## src/rtl/tt_ctrl_seq_pkg.sv

```systemverilog
// Shared constants and helpers for the mux-controller select sequencer.
package tt_ctrl_seq_pkg;

  // Default select counter width and phase timings for the TT mux controller.
  localparam int TT_SEL_W   = 10;
  localparam int TT_PULSE_W = 2;
  localparam int TT_RST_W   = 4;

  // Width of a down-counter able to hold the longest phase length.
  function automatic int timer_width(input int pulse_w, input int rst_w);
    int m;
    m = (pulse_w > rst_w) ? pulse_w : rst_w;
    return $clog2(m + 1);
  endfunction

endpackage

```

## src/rtl/tt_ctrl_seq_timer.sv

```systemverilog
// Loadable down-counter with a zero flag, used to time reset and pulse phases.
// Loading L-1 on entry to a phase makes zero rise in the phase's last cycle.
module tt_ctrl_seq_timer #(
  parameter int W = 3
) (
  input  logic         clk,
  input  logic         rst,
  input  logic         load,
  input  logic [W-1:0] load_val,
  output logic         zero
);

  logic [W-1:0] cnt_reg;

  // Load on phase entry, otherwise count down and park at zero.
  always_ff @(posedge clk or posedge rst) begin
    if (rst) begin
      cnt_reg <= '0;
    end else if (load) begin
      cnt_reg <= load_val;
    end else if (cnt_reg != '0) begin
      cnt_reg <= cnt_reg - 1'b1;
    end
  end

  assign zero = (cnt_reg == '0);

endmodule

```

## src/rtl/tt_ctrl_seq.sv

```systemverilog
// Sequencer driving the mux controller's ripple select counter
// (ctrl_sel_rst_n / ctrl_sel_inc / ctrl_ena). Moves forward by pulsing only
// the address delta, otherwise resets the counter and counts up from zero.
// Every pad-facing output comes straight from a flop so the ripple counter
// never sees a combinational glitch.
module tt_ctrl_seq
  import tt_ctrl_seq_pkg::*;
#(
  parameter int SEL_W   = TT_SEL_W,
  parameter int PULSE_W = TT_PULSE_W,
  parameter int RST_W   = TT_RST_W
) (
  input  logic             clk,
  input  logic             rst,
  input  logic             req_valid,
  output logic             req_ready,
  input  logic [SEL_W-1:0] req_addr,
  input  logic             req_ena,
  output logic             busy,
  output logic             done,
  output logic [SEL_W-1:0] cur_addr,
  output logic             cur_valid,
  output logic             ctrl_sel_rst_n,
  output logic             ctrl_sel_inc,
  output logic             ctrl_ena
);

  localparam int TW = timer_width(PULSE_W, RST_W);

  typedef enum logic [2:0] {IDLE, DIS, RST, INC_H, INC_L, EN} state_t;

  state_t           state_reg, state_next;
  logic             full_reg, ena_reg, cur_valid_reg;
  logic [SEL_W-1:0] pcnt_reg, cur_addr_reg;
  logic             rst_n_reg, inc_reg, ena_out_reg, done_reg, busy_reg;
  logic             rst_n_next, inc_next, ena_out_next, done_next, busy_next;
  logic             accept, take_full;
  logic             timer_load, timer_zero;
  logic [TW-1:0]    timer_val;

  assign accept    = req_valid && (state_reg == IDLE);
  assign take_full = !cur_valid_reg || (req_addr < cur_addr_reg);

  tt_ctrl_seq_timer #(.W(TW)) u_timer (
    .clk      (clk),
    .rst      (rst),
    .load     (timer_load),
    .load_val (timer_val),
    .zero     (timer_zero)
  );

  // State register plus the request/address bookkeeping it depends on.
  always_ff @(posedge clk or posedge rst) begin
    if (rst) begin
      state_reg     <= IDLE;
      full_reg      <= 1'b0;
      ena_reg       <= 1'b0;
      pcnt_reg      <= '0;
      cur_addr_reg  <= '0;
      cur_valid_reg <= 1'b0;
    end else begin
      state_reg <= state_next;
      if (accept) begin
        full_reg <= take_full;
        ena_reg  <= req_ena;
        pcnt_reg <= take_full ? req_addr : (req_addr - cur_addr_reg);
      end
      if (state_reg == RST && timer_zero) begin
        cur_addr_reg  <= '0;
        cur_valid_reg <= 1'b1;
      end
      if (state_reg == INC_H && timer_zero) begin
        cur_addr_reg <= cur_addr_reg + 1'b1;
        pcnt_reg     <= pcnt_reg - 1'b1;
      end
    end
  end

  // Next-state selection; phases end when the timer reaches zero.
  always_comb begin
    state_next = state_reg;
    case (state_reg)
      IDLE:    if (accept) state_next = DIS;
      DIS:     state_next = full_reg ? RST : ((pcnt_reg != '0) ? INC_H : EN);
      RST:     if (timer_zero) state_next = (pcnt_reg != '0) ? INC_H : EN;
      INC_H:   if (timer_zero) state_next = INC_L;
      INC_L:   if (timer_zero) state_next = (pcnt_reg != '0) ? INC_H : EN;
      EN:      state_next = IDLE;
      default: state_next = IDLE;
    endcase
  end

  // Next values of the registered outputs and the timer load for the next phase.
  always_comb begin
    rst_n_next   = rst_n_reg;
    ena_out_next = ena_out_reg;
    inc_next     = (state_next == INC_H);
    done_next    = (state_next == EN);
    busy_next    = (state_next != IDLE);
    if (state_next == RST)       rst_n_next = 1'b0;
    else if (state_reg == RST)   rst_n_next = 1'b1;
    if (state_next == DIS)       ena_out_next = 1'b0;
    else if (state_next == EN)   ena_out_next = ena_reg;
    timer_load = (state_next != state_reg);
    case (state_next)
      RST:          timer_val = TW'(RST_W - 1);
      INC_H, INC_L: timer_val = TW'(PULSE_W - 1);
      default:      timer_val = '0;
    endcase
  end

  // Output flops; the select counter is held in reset until the first full reset.
  always_ff @(posedge clk or posedge rst) begin
    if (rst) begin
      rst_n_reg   <= 1'b0;
      inc_reg     <= 1'b0;
      ena_out_reg <= 1'b0;
      done_reg    <= 1'b0;
      busy_reg    <= 1'b0;
    end else begin
      rst_n_reg   <= rst_n_next;
      inc_reg     <= inc_next;
      ena_out_reg <= ena_out_next;
      done_reg    <= done_next;
      busy_reg    <= busy_next;
    end
  end

  assign req_ready      = (state_reg == IDLE);
  assign busy           = busy_reg;
  assign done           = done_reg;
  assign cur_addr       = cur_addr_reg;
  assign cur_valid      = cur_valid_reg;
  assign ctrl_sel_rst_n = rst_n_reg;
  assign ctrl_sel_inc   = inc_reg;
  assign ctrl_ena       = ena_out_reg;

endmodule

```

## config.mk

```make
export PLATFORM = sky130hd
export DESIGN_NAME = tt_ctrl_seq
export DESIGN_NICKNAME = d
export VERILOG_FILES = /design/src/rtl/tt_ctrl_seq_pkg.sv /design/src/rtl/tt_ctrl_seq_timer.sv /design/src/rtl/tt_ctrl_seq.sv
export SDC_FILE = /design/constraint.sdc
export NUM_CORES = 1
export LEC_CHECK = 0
export BUFFER_PORTS_ARGS = -buffer_cell sky130_fd_sc_hd__buf_4
export CAP_MARGIN = 20
export CORE_AREA = 2 2 68 96
export CTS_BUF_LIST = sky130_fd_sc_hd__clkbuf_16
export CTS_CLUSTER_SIZE = 14
export DETAILED_ROUTE_END_ITERATION = 6
export DIE_AREA = 0 0 70 98
export GPL_ROUTABILITY_DRIVEN = 0
export HOLD_SLACK_MARGIN = 0.08
export PLACE_DENSITY_LB_ADDON = 0.12
export SYNTH_ARGS = -nofsm -noshare
export SYNTH_HDL_FRONTEND = slang
export SYNTH_SLANG_ARGS = --single-unit
export TNS_END_PERCENT = 20
```

## constraint.sdc

```tcl
create_clock -name clk -period 2.8 [get_ports clk]
set_clock_uncertainty 0.1 [all_clocks]
set_input_delay 0.14 -clock clk [delete_from_list [all_inputs] [get_ports clk]]
set_output_delay 0.14 -clock clk [all_outputs]
set_load 0.005 [all_outputs]
```

=== After elaboration in Yosys (flattened, before gate mapping) ===
Index checks and enable logic that the tools add are counted.
Widths: inputs -> output; s select.

* Flip-flop bits (word level): 34
* Input port bits: 14
* Output and inout port bits: 17
* Word-level logic and storage cells: 62

* Add/sub/neg operators: 4
* $lt $le $gt $ge: 1
* Equal/unequal tests: 10
* Muxes and demuxes: 18
* Reduce and logical (&&, ||, !) cells: 17

{| class="wikitable"
|+ Operators with widths
! kind !! number
|-
| $mux 10 || 5
|-
| $mux 3 || 7
|-
| $eq 3x2->1 const B || 4
|-
| $pmux 3 s4 || 1
|-
| $add 10x1->10 const B || 1
|-
| $lt 10x10->1 || 1
|-
| $reduce_bool 10->1 || 1
|-
| $reduce_bool 2->1 || 5
|-
| $sub 10x1->10 const B || 1
|-
| $sub 10x10->10 || 1
|-
| $eq 3x3->1 const B || 3
|-
| $eq 3x1->1 const B || 2
|-
| $logic_not 3->1 || 2
|-
| $reduce_bool 3->1 || 2
|-
| $mux 1 || 4
|-
| $pmux 2 s2 || 1
|-
| $reduce_or 2->1 || 2
|-
| $logic_and 1x1->1 || 3
|-
| $ne 3x3->1 || 1
|-
| $sub 3x1->3 const B || 1
|-
| $logic_not 1->1 || 1
|-
| $logic_or 1x1->1 || 1
|}

=== Depth between registers and ports, before layout ===
Gate-level depths: netlist of run 1.

* Depth in word-level cells: 8
* Mapped depth: 11
* Depth with buffers taken out: 9

=== Modules after synthesis ===
Synthesis of run 1 repeated with hierarchy kept, for this count alone.

* Cell total of the unflattened synthesis: 280
* Area, all modules: 2467.4 µm²

{| class="wikitable"
|+ Modules (own cells, without submodules)
! module !! times used !! cells an instance !! area each (µm²) !! seq. area each (µm²)
|-
| tt_ctrl_seq || 1 || 258 || 2263.4 || 775.7
|-
| tt_ctrl_seq_timer || 1 || 22 || 203.9 || 75.1
|}

=== Worst setup path before layout of run 1 ===
Ideal clock, no wire load.

* Path type: register -> register
* Start: register cur_addr_reg[0] (netlist: cur_addr[0])
* End: register pcnt_reg[2]
* Setup time: 143 ps
* Data arrival time: 2080 ps
* Required time: 2557 ps
* Slack: 476 ps
* Stages on the path, launching flop included: 9
* Buffers on the path: 1
* Period minus slack after synthesis: 2324 ps
* Cells stage by stage: dfrtp_1 > ha_1 > fa_1 > nor2b_1 > o2111ai_1 > a31oi_2 > buf_4 > mux2i_1 > o221ai_1

* Cells in the longest elaborated chain, start to end: 5
* Elaborated cells between the ends (all ways): 6
* Those cells by class: 1 x add/sub; 1 x order compare; 3 x mux; 1 x reduce/logical

{| class="wikitable"
|+ RTL lines
! item !! line !! text
|-
| from (decl) || tt_ctrl_seq.sv:34 || <nowiki>logic [SEL_W-1:0] pcnt_reg, cur_addr_reg;</nowiki>
|-
| from (signal assigned) || tt_ctrl_seq.sv:73 || <nowiki>cur_addr_reg <= cur_addr_reg + 1'b1;</nowiki>
|-
| $lt 10x10->1 || tt_ctrl_seq.sv:42 || <nowiki>assign take_full = !cur_valid_reg || (req_addr < cur_addr_reg);</nowiki>
|-
| $logic_or 1x1->1 || tt_ctrl_seq.sv:42 ||
|-
| $mux 10 * || tt_ctrl_seq.sv:66 || <nowiki>pcnt_reg <= take_full ? req_addr : (req_addr - cur_addr_reg);</nowiki>
|-
| $mux 10 * || tt_ctrl_seq.sv:63 || <nowiki>if (accept) begin</nowiki>
|-
| $mux 10 * || tt_ctrl_seq.sv:72 || <nowiki>if (state_reg == INC_H && timer_zero) begin</nowiki>
|-
| to (signal assigned) || tt_ctrl_seq.sv:66 ||
|-
| to (signal assigned) || tt_ctrl_seq.sv:74 || <nowiki>pcnt_reg <= pcnt_reg - 1'b1;</nowiki>
|-
| to (decl) || tt_ctrl_seq.sv:34 ||
|}

Mark *: on every way between the ends. The rest lies on a longest branch, timed or not. The select of a mux whose other input is x is not followed.
A chain may end at the register's enable or synchronous reset.

=== Worst setup path in the final report of run 1 ===
* Start: register cur_addr_reg[0] (netlist: cur_addr[0])
* End: register pcnt_reg[0]

Same word-level chain as after synthesis.

==> results of run 1 <==
[placed cells by master, fill, tap and decap left out, drive strengths merged, types with 4 or more instances in the layout]
cell type  synthesis  routed
nand2             24      24
a31oi              5       5
ha                14      14
or3                5       5
clkbuf             4       5
o22ai              6       6
o221ai             4       4
nor2              25      25
mux2i             11      11
o21a               8       8
dfrtp             34      34
xnor2              4       4
a21oi             15      15
nor3              10      10
nor2b              5       5
buf                9      39
nand3             13      13
inv               21      21
o21ai             25      25
and3               5       5
[cell families (layout without fill, tap and decap cells)]
family,after synthesis,after routing,share of synthesized area
compound gates,87,87,0.2276
xor+xnor,7,7,0.02348
fa+ha+maj,15,15,0.07475
buf+inv,34,70,0.07571
flops,34,34,0.3258
mux,13,13,0.05079
simple gates,108,108,0.2218
[power by group]
group / internal, mW / switching (mW)
combinational: 0.0428 / 0.0523
clock: 0.512 / 0.225
sequential: 0.494 / 0.00408
total: 1.05 / 0.282
[metal layers]
metal	wire (um)	vias to the layer above	track usage
met1	2736	1142	0.2321
met3	265	14	0.03406
met5	0	-	0
li1	-	1163	-
met2	3471	56	0.3619
met4	187	0	0.09467
[through the flow]
stage          instances  hold WS [ps]  utilization  total power, mW
2_1_floorplan        298         145.4            -           0.5648
3_3_place_gp         396         180.1       0.4760           0.6012
3_5_place_dp         396         185.1       0.4760           0.6003
4_1_cts              406         86.08       0.5114            1.340
5_1_grt              406         98.00       0.5114            1.363
6_report             406         82.98       0.5114            1.331
[layout make-up]
cell class / instances / area share
multi-input combinational: 230 / 0.5059
sequential: 34 / 0.2754
timing repair buffer: 41 / 0.1013
clock buffer: 5 / 0.04050
tap: 72 / 0.02916
inverter: 21 / 0.02552
clock inverter: 3 / 0.02228
[final timing paths]
kind	to	slack, ps
max in group asynchronous	pcnt_reg[4]	1850
setup reg to reg	pcnt_reg[0]	330
hold reg to reg	ena_reg	380
hold / removal	pcnt_reg[9]	80
setup / recovery	pcnt_reg[0]	330
min in group asynchronous	cur_addr[1]	430
[what timing repair did]
action | CTS | global route
hold endpoints to repair | 35 | 0
hold buffers | 2 | 0
resized for setup | 0 | 0
[worst reg2reg max path, stage by stage (launching register included)]
cell and delay (ps):
dfrtp_1 380, ha_1 210, fa_1 420, nor2b_1 170, o2111ai_1 190, a31oi_2 170, buf_4 230, mux2_2 360
o221ai_1 150
==> flow_summary.json, run 1 <==
{
  "synth-seq-cells": 34,
  "hold_path.class": "in2reg",
  "io_buffers": 30,
  "final_nets": 362,
  "wl_per_cell_um": 16.40,
  "n_antenna_cell": 0,
  "grt_pass1_vias": 2428,
  "vias": 2375,
  "reg2reg_depth": 8,
  "post_cts_buffers": 0,
  "grt_max_degree": 35,
  "grt_pass1_wl_mm": 11.25,
  "final_area_mm2": 0.003089,
  "synth_cell_types": 59,
  "syn_area_mm2": 0.002611,
  "cts-root-buf": "clkbuf_16",
  "cp_max_fo": 14,
  "dr.pass1.iters": 4,
  "synth_top_area_frac": 0.3258,
  "fin_crit_sh": 0.8834,
  "multi_input_area_mm2": 0.001563,
  "yosysSeqAreaShare": 0.3258,
  "hold_violations": 0,
  "synth_top_cells_by_count": "34 x dfrtp_1, 25 x nor2_1, 24 x o21ai_0, 23 x nand2_1, 21 x inv_1",
  "crit_start": "cur_addr[0]",
  "clk_pin_slew_ps": 60,
  "fmax_ghz": 0.4043,
  "placed_area_mm2": 0.002875,
  "htreeDepth": 2,
  "die_y_um": 98,
  "setup_ws_ps": 326.4,
  "clock_latency_ps": 290,
  "cpLargestDelayFamily": "adder cells",
  "synth.area.top_cells": "dfrtp_1 33%, ha_1 6.7%, o21ai_0 4.6%",
  "dieWidth_um": 70,
  "path_cells": "ha_1, fa_1, nor2b_1, o2111ai_1, a31oi_2, buf_4, mux2_2, o221ai_1",
  "syn-num-nets": 327,
  "drive_above_1_share": 0.1826,
  "peakVddDrop_v": 0.0002290,
  "antenna_left": 0,
  "endpoint_kind": "flop",
  "crit_arrival_ps": 2570,
  "rsz0062_at_grt": "false",
  "antenna_found_initial": 0,
  "start_kind": "flop",
  "wirelength_mm": 6.660,
  "p_leak_nw": 1.369,
  "crit_cells": 8,
  "power-per-cell-area_mw_per_mm2": 430.7,
  "synth_edf_count": 0,
  "critical_path_class": "reg2reg",
  "synth_most_common_cell": "dfrtp_1",
  "drtIter0Drc": 99,
  "clock-sinks": 34,
  "hpwl_mm": 5.098,
  "gr-total-overflow": 0,
  "r2r-start": "cur_addr[0]",
  "nFillCells": 591,
  "period_needed_ps": 2474,
  "yosysTopAreaCell": "dfrtp_1",
  "cts_made_buffers": 5,
  "maxSlewHeadroom": 0.6520,
  "io_pins": 31,
  "synth_top_flop_cell": "dfrtp_1",
  "die_area_mm2": 0.006860,
  "initial_utilization": 0.4323,
  "synth.avg_cell_area_um2": 8.763,
  "grt_usage": 0.2025,
  "hp-start": "req_addr[9]",
  "crit_slowest_cell": "fa_1",
  "drc": 0,
  "whs_path_depth": 3,
  "via_per_inst": 5.850,
  "core-area_mm2": 0.006041,
  "cp.required_ps": 2890,
  "place_ws_ps": 320.3,
  "worstMarginPinSlew_ps": 522.0,
  "clockBufferDepth": 2,
  "tns_ps": 0,
  "area_delta_synth_final_pct": 18.30,
  "cts_tree": "yes",
  "yosys_warnings": 0,
  "status": "complete, no violations",
  "register_area_um2": 850.8,
  "maxSlewViolCount": 0,
  "rows": 34,
  "cap_violations": 0,
  "syn_inst": 298,
  "crit_buf_inv": 1,
  "max_stage_delay_ps": 420,
  "final-setup-viol-count": 0,
  "ys_async_sr_fraction": 1.000
}
Note: power is estimated with default switching activity, not from simulation.
==> inputs of run 2 (changes only) <==
--- a/config.mk
+++ b/config.mk
@@ -5,13 +5,14 @@
 export SDC_FILE = /design/constraint.sdc
 export NUM_CORES = 1
 export LEC_CHECK = 0
+export ABC_AREA = 1
 export BUFFER_PORTS_ARGS = -buffer_cell sky130_fd_sc_hd__buf_4
 export CAP_MARGIN = 20
-export CORE_AREA = 2 2 68 96
+export CORE_AREA = 2 2 69 97
 export CTS_BUF_LIST = sky130_fd_sc_hd__clkbuf_16
 export CTS_CLUSTER_SIZE = 14
 export DETAILED_ROUTE_END_ITERATION = 6
-export DIE_AREA = 0 0 70 98
+export DIE_AREA = 0 0 71 99
 export GPL_ROUTABILITY_DRIVEN = 0
 export HOLD_SLACK_MARGIN = 0.08
 export PLACE_DENSITY_LB_ADDON = 0.12
==> constraint.sdc (replaced) <==
create_clock -name clk -period 2.8 [get_ports clk]
set_clock_uncertainty 0.1 [all_clocks]
set_input_delay 0.28 -clock clk [delete_from_list [all_inputs] [get_ports clk]]
set_output_delay 0.28 -clock clk [all_outputs]
set_load 0.005 [all_outputs]
==> run 2 against run 1 <==
Against the previous run:
- clock power fell by 17%
- critical path type unchanged
- via count increased by 4.6%
- register-to-register slack gained 80 ps
- non-clock buffer count fell by 8
- maximum frequency grew 3.5%
- sequential share of layout area decreased by 0.19 points
- final cell count up 20%
- wire length fell by 4.3%
- critical path depth increased by 2
==> flow_summary.json, run 2 <==
{
  "rsz0062_at_grt": "false",
  "post_cts_buffers": 0,
  "antenna_found_initial": 0,
  "die_area_mm2": 0.007029,
  "gr-total-overflow": 0,
  "synth_top_flop_cell": "dfrtp_1",
  "multi_input_area_mm2": 0.001511,
  "cap_violations": 0,
  "layout_common_cells": "86 x nand2_1, 56 x inv_1, 42 x nor2_1",
  "register_area_um2": 850.8,
  "syn-num-nets": 412,
  "yosys_warnings": 0,
  "ys_async_sr_fraction": 1.000,
  "grt.met1_usage": 0.2261,
  "hold_buffers": 1,
  "yosysSeqAreaShare": 0.3195,
  "fmax_ghz": 0.4182,
  "synth_most_common_cell": "nand2_1",
  "area_delta_synth_final_pct": 16.82,
  "rows": 34,
  "grt_busiest_layer": "met2",
  "synth-seq-cells": 34,
  "drtIter0Drc": 68,
  "wirelength_mm": 6.372,
  "cts_made_buffers": 5,
  "grt_usage": 0.1944,
  "dr.pass1.iters": 4,
  "synth.area.top_cells": "dfrtp_1 32%, nand2_1 12%, inv_1 7.9%",
  "core-area_mm2": 0.006168,
  "cts_tree": "yes",
  "cp_max_fo": 13,
  "grt_pass1_wl_mm": 11.00,
  "p_leak_nw": 1.582,
  "clock-sinks": 34,
  "io_buffers": 30,
  "maxSlewViolCount": 0,
  "cp.required_ps": 2860,
  "endpoint_kind": "flop",
  "crit_arrival_ps": 2450,
  "synth_top_cells_by_count": "86 x nand2_1, 56 x inv_1, 42 x nor2_1, 34 x dfrtp_1",
  "hold_violations": 0,
  "hpwl_mm": 5.029,
  "clk_pin_slew_ps": 50,
  "htreeDepth": 2,
  "worstMarginPinSlew_ps": 453.7,
  "power-per-cell-area_mw_per_mm2": 386.9,
  "layout_commonest_cell": "nand2_1",
  "synth_cell_types": 36,
  "io_pins": 31,
  "initial_utilization": 0.4316,
  "fin_util": 0.5043,
  "hold_path.class": "in2reg",
  "fin_crit_sh": 0.8539,
  "syn_inst": 383,
  "vias": 2485,
  "grt_pass1_vias": 2433,
  "synth_top_area_frac": 0.3195,
  "use_met3": 0.02352,
  "finalPower_mw": 1.204,
  "syn_area_mm2": 0.002663,
  "ctsResizeCount": 0,
  "die_y_um": 99,
  "n_antenna_cell": 0,
  "final_area_mm2": 0.003110,
  "final_nets": 446,
  "grt_max_degree": 35,
  "period_needed_ps": 2391,
  "wl_per_cell_um": 13.03,
  "placed_area_mm2": 0.002942,
  "cts-root-buf": "clkbuf_16",
  "via_per_inst": 5.082,
  "met2_usage": 0.3702,
  "yosysTopAreaCell": "dfrtp_1",
  "clock_latency_ps": 270,
  "final-setup-viol-count": 0,
  "synth_edf_count": 0,
  "dieWidth_um": 71,
  "synth.avg_cell_area_um2": 6.952,
  "status": "complete, no violations",
  "holdWs_ps": 179.6,
  "tns_ps": 0,
  "critical_path_class": "reg2reg",
  "drive_above_1_share": 0.1703,
  "clockBufferDepth": 2,
  "start_kind": "flop",
  "maxSlewHeadroom": 0.6976,
  "peakVddDrop_v": 0.0002325,
  "nFillCells": 641,
  "drc": 0,
  "antenna_left": 0
}
run 2: critical path, cell delays in order, from the launching register on:
cell     delay [ps]
dfrtp_1         430
ha_1            240
fa_1            410
inv_1           100
nand3_1          80
nand3_1          90
nand2_1         240
inv_1           310
nand2_1          80
a21oi_1         160
nor2_1           50
run 2: metrics by stage:
stage / setup slack, ps / cells
after detailed placement: 408.3 / 481
after CTS: 401.6 / 489
after floorplan: 782.3 / 383
after global routing: 75.01 / 489
after global placement: 478.7 / 481
final: 409.0 / 489
run 2: metal layers:
metal | vias up | wire length, um
li1 | 1296 | -
met1 | 1152 | 2735
met2 | 30 | 3413
met3 | 7 | 147
met4 | 0 | 76
met5 | - | 0
run 2: cell type report:
class | instances | share of cell area
Clock inverter | 2 | 0.01086
Clock buffer | 5 | 0.04023
Sequential cell | 34 | 0.2735
Multi-Input combinational cell | 278 | 0.4859
Tap cell | 72 | 0.02896
Timing Repair Buffer | 33 | 0.08045
Inverter | 65 | 0.08005
run 2: cells by family (layout without fill, tap and decap cells):
logic type,count (synthesis),after routing,synth area share
AND/OR/NAND/NOR,186,186,0.3275
AO/OA/AOI/OAI,69,69,0.1405
buffers and inverters,71,105,0.1128
XOR/XNOR,8,8,0.02632
flip-flops,34,34,0.3196
adder cells (fa/ha/maj),15,15,0.07331
run 2: final timing paths:
check	depth (start not counted)	startpoint	to	slack (ps)
worst max-delay path	10	cur_addr[0]	pcnt_reg[8]	410
worst min-delay path	3	req_ena	ena_reg	180
worst max register to register	10	cur_addr[0]	pcnt_reg[8]	410
worst min register to register	2	ctrl_ena	ctrl_ena	390
max in group asynchronous	4	rst	done	1700
min in group asynchronous	4	rst	cur_valid	580
run 2: report_power, final:
| part | internal, mW | switching [mW] | total, mW |
|---|---|---|---|
| Clock | 0.411 | 0.201 | 0.612 |
| Combinational | 0.0397 | 0.0567 | 0.0965 |
| Sequential | 0.493 | 0.00170 | 0.495 |
| Total | 0.944 | 0.259 | 1.20 |
